## src/rtl/full_adder_pkg.sv

```systemverilog
// Shared constants and a reference add for the full_adder family.
// Checkers call fa_ref to get {cout, sum} for any legal width.
package full_adder_pkg;

    localparam int FA_MAX_WIDTH = 64;

    // Returns cout in bit 64 and the wrapped sum in bits [width-1:0].
    function automatic logic [64:0] fa_ref(
        input logic [63:0] a,
        input logic [63:0] b,
        input logic        ci,
        input int unsigned width
    );
        logic [64:0] mask;
        logic [64:0] t;
        logic [64:0] r;
        if (width >= 64) begin
            mask = {1'b0, {64{1'b1}}};
        end else begin
            mask = (65'd1 << width) - 65'd1;
        end
        t = ({1'b0, a} & mask) + ({1'b0, b} & mask) + {64'd0, ci};
        r = t & mask;
        r[64] = t[width];
        return r;
    endfunction

endpackage

```

## src/rtl/fa_cell.sv

```systemverilog
// One-bit full adder cell, purely combinational.
// Chained by full_adder to form a ripple-carry adder.
module fa_cell (
    input  logic a,
    input  logic b,
    input  logic ci,
    output logic s,
    output logic co
);

    logic w_p;

    assign w_p = a ^ b;
    assign s   = w_p ^ ci;
    assign co  = (a & b) | (ci & w_p);

endmodule

```

## src/rtl/full_adder.sv

```systemverilog
// WIDTH-bit ripple-carry adder with optional output register.
// out_valid is always registered; sum/cout only when REG_OUT=1.
module full_adder
    import full_adder_pkg::*;
#(
    parameter int WIDTH   = 1,
    parameter int REG_OUT = 1
) (
    input  logic             clk,
    input  logic             rst,
    input  logic             in_valid,
    input  logic [WIDTH-1:0] x,
    input  logic [WIDTH-1:0] y,
    input  logic             cin,
    output logic [WIDTH-1:0] sum,
    output logic             cout,
    output logic             out_valid
);

    logic [WIDTH:0]   w_c;
    logic [WIDTH-1:0] w_s;
    logic             r_valid;

    assign w_c[0] = cin;

    for (genvar i = 0; i < WIDTH; i++) begin : g_cell
        fa_cell u_cell (
            .a  (x[i]),
            .b  (y[i]),
            .ci (w_c[i]),
            .s  (w_s[i]),
            .co (w_c[i+1])
        );
    end

    // Valid flag tracks in_valid one cycle late; reset wins.
    always_ff @(posedge clk) begin
        if (rst) begin
            r_valid <= 1'b0;
        end else begin
            r_valid <= in_valid;
        end
    end

    assign out_valid = r_valid;

    if (REG_OUT != 0) begin : g_reg
        logic [WIDTH-1:0] r_sum;
        logic             r_cout;

        // Capture the result on valid input, otherwise hold it.
        always_ff @(posedge clk) begin
            if (rst) begin
                r_sum  <= '0;
                r_cout <= 1'b0;
            end else if (in_valid) begin
                r_sum  <= w_s;
                r_cout <= w_c[WIDTH];
            end
        end

        assign sum  = r_sum;
        assign cout = r_cout;
    end else begin : g_comb
        assign sum  = w_s;
        assign cout = w_c[WIDTH];
    end

endmodule

```

## config.mk

```make
export PLATFORM = sky130hd
export DESIGN_NAME = full_adder
export DESIGN_NICKNAME = d
export VERILOG_FILES = /design/src/rtl/full_adder_pkg.sv /design/src/rtl/fa_cell.sv /design/src/rtl/full_adder.sv
export SDC_FILE = /design/constraint.sdc
export NUM_CORES = 1
export LEC_CHECK = 0
export ABC_CLOCK_PERIOD_IN_PS = 1500
export CAP_MARGIN = 20
export CORE_AREA = 2 2 39 41
export CTS_CLUSTER_DIAMETER = 120
export DETAILED_ROUTE_END_ITERATION = 16
export DIE_AREA = 0 0 41 43
export PLACE_DENSITY = 0.37
export SYNTH_ARGS = -nofsm -noshare
export SYNTH_HDL_FRONTEND = slang
export SYNTH_SLANG_ARGS = --single-unit
```

## constraint.sdc

```tcl
create_clock -name clk -period 1.5 [get_ports clk]
set_clock_uncertainty 0.2 [all_clocks]
set_input_delay 0.225 -clock clk [delete_from_list [all_inputs] [get_ports clk]]
set_output_delay 0.225 -clock clk [all_outputs]
set_load 0.02 [all_outputs]
```

==> metrics <==
Clk pwr share=51.8%; combinational power share=15.4%; Hold Path Class=reg -> reg; largest net degree at the start of global routing=4; hold bufs inserted after CTS=0; Area Overhead vs Synth=107.7%; Port Buf Inserts=8; Leakage=0.1056 nW; syn_nets=16; clock tree buffer depth=2; Worst Path Required=between 1 and 1.5 ns; period utilization=93.08%; Min Hold Slack=0.2954 ns; routability cong.=~0.56; total via count in the routed design=between 100 and 150; Final #Nets=29; vias in the first global route=98; Post-Syn Area per Cell=12.65 um^2; die height=43 um; post-route minimum period=roughly 1.4 ns; max-capacitance violation count=0; Post-Syn Area=113.9 um^2; CP max-delay cell=fa_1; setup bufs post-CTS=0; Sw Pwr=61.12 uW; Least-Margin Pin Slew=0.2080 ns; clk slew on worst S/H paths=0.04 ns; Unique masters post-synth=5; core region area=1384 um^2; Pwr per Cell Area=between 1000 and 1500 nW/um^2; TritonCTS clock tree=yes; filler cell count=158; layout cells sized above 1=between 10% and 20%; switching fraction of total power=22.61%; critical path capture point type=register; internal power=209.2 uW; detailed-router iteration count before antenna repair=1; Final setup viols=0; register bit total from synthesis=3; Pins Over Slew Limit=0; die width=41 um; Crit Path Class=in -> reg; WL final=252 um; CTS Sinks=3; IO Count=9; CP Cell Sequence=clkdlybuf4s50_1 -> fa_1 -> mux2i_1 -> nor2_1; DRT iter0 DRCs=0; sequential fraction of the synthesis area=52.75%; Hold Violations, Final=0; final core area utilization=between 10% and 20%; worst skew pair latency=approximately 0.23 ns; gr usage total=3.711%; Finished Layout Cells=37; Min-Delay Endpoint=cout; initial antenna violation count=0; worst flop-to-flop path endpoint=sum; Slew Limit Headroom=86.19%; grt total ovfl=0; first-pass GRT wire length=386 um; yosys warns=0; crit start category=input port; Vias/cell=around 2.8; root buf cell=clkbuf_4; Gate Count Post-Synth=9; CTS H-Tree Depth=1; # diodes=0; cell depth of the worst min-delay path=2; outcome=complete, no violations; Residual DRC=0; FF-to-FF path depth=2; Initial Util=8.228%; sequential power share=approximately 33%; crit-path max FO=1; post-route ant nets=0; setup slack, reg-to-reg=0.71 ns; Largest stage delay, worst path=0.47 ns; RSZ-0062 raised after global routing=no; CP arrival=approximately 1.3 ns; Peak VDD IR=0.0006165 V; wire per inst=6.811 um; row count=14; cell count after placement=33; fmax=716.2 MHz; min-delay src=cout; die area=around 1800 um^2; R2R Path Start=sum; Num CTS Buffers=3
## per-layer routing
metal	GRT usage [%]	share of wire (%)
met4	2.000	0
met5	0	0
met1	5.128	58
met2	2.813	22
met3	4.712	19
## critical path: cells and delay by family
| family | cells | cell delay, ns |
|---|---|---|
| buf+inv | 1 | 0.43 |
| simple gates | 1 | 0.05 |
| fa+ha+maj | 1 | 0.47 |
| mux | 1 | 0.14 |
## cells by family after synthesis
family	count (synthesis)	synth area share [%]
fa+ha+maj	1	17.58
simple gates	3	12.09
mux	2	17.58
flops	3	52.75
## power by group through the flow
stage	logic [mW]	registers (mW)	clock network, mW
after floorplan	0.00967	0.0969	0
after global placement	0.0451	0.0899	0
after detailed placement	0.0460	0.0903	0
after CTS	0.0421	0.0887	0.146
after global routing	0.0459	0.0890	0.159
final	0.0416	0.0886	0.140
## final cells by class
class	instances	area (um^2)	share of cell area (%)
Clock buffer	4	26.28	11.11
Sequential cell	3	60.06	25.40
Timing Repair Buffer	8	76.32	32.28
Multi-Input combinational cell	6	53.80	22.75
Tap cell	16	20.02	8.466
## repair_timing
action | in CTS | in global routing
gates resized for setup | 3 | 0
hold endpoints to repair | 0 | 0
endpoints found under the setup margin | 3 | 0
## metrics by stage
step / setup slack [ns] / instance area (um^2) / total power [mW] / TNS, ns
2_1_floorplan: 0.3398 / 113.9 / 0.1066 / 0
3_3_place_gp: -0.1196 / 214.0 / 0.1350 / -0.1911
3_5_place_dp: -0.1370 / 214.0 / 0.1362 / -0.2245
4_1_cts: 0.1065 / 236.5 / 0.2773 / 0
5_1_grt: 0.04733 / 236.5 / 0.2943 / 0
6_report: 0.1038 / 236.5 / 0.2703 / 0
## worst max path at each step
stage,start,endpoint,slack [ns]
6_report,y,sum,0.10
5_1_grt,x,sum,0.05
4_1_cts,y,sum,0.11
3_5_place_dp,y,sum,-0.14
3_3_place_gp,y,sum,-0.12
2_1_floorplan,y,sum,0.34
## sequential cells by signal (all words and copies together), names as in the netlist
| signal | flops |
|---|---|
| cout | 1 |
| out_valid | 1 |
| sum | 1 |
## synth_stat cells
cell | instances | area (um^2)
nor2b_1 | 1 | 6.260
fa_1 | 1 | 20.02
mux2i_1 | 2 | 20.02
dfxtp_1 | 3 | 60.06
nor2_1 | 2 | 7.510
## layout by cell type (no fill, tap or decap)
master,n
clkdlybuf4s50_1,5
clkbuf_4,3
clkbuf_1,1
nor2b_1,1
nor2_1,2
dfxtp_1,3
dlygate4sd2_1,3
fa_1,1
mux2i_1,2
Power figures use the tool's default switching activity.
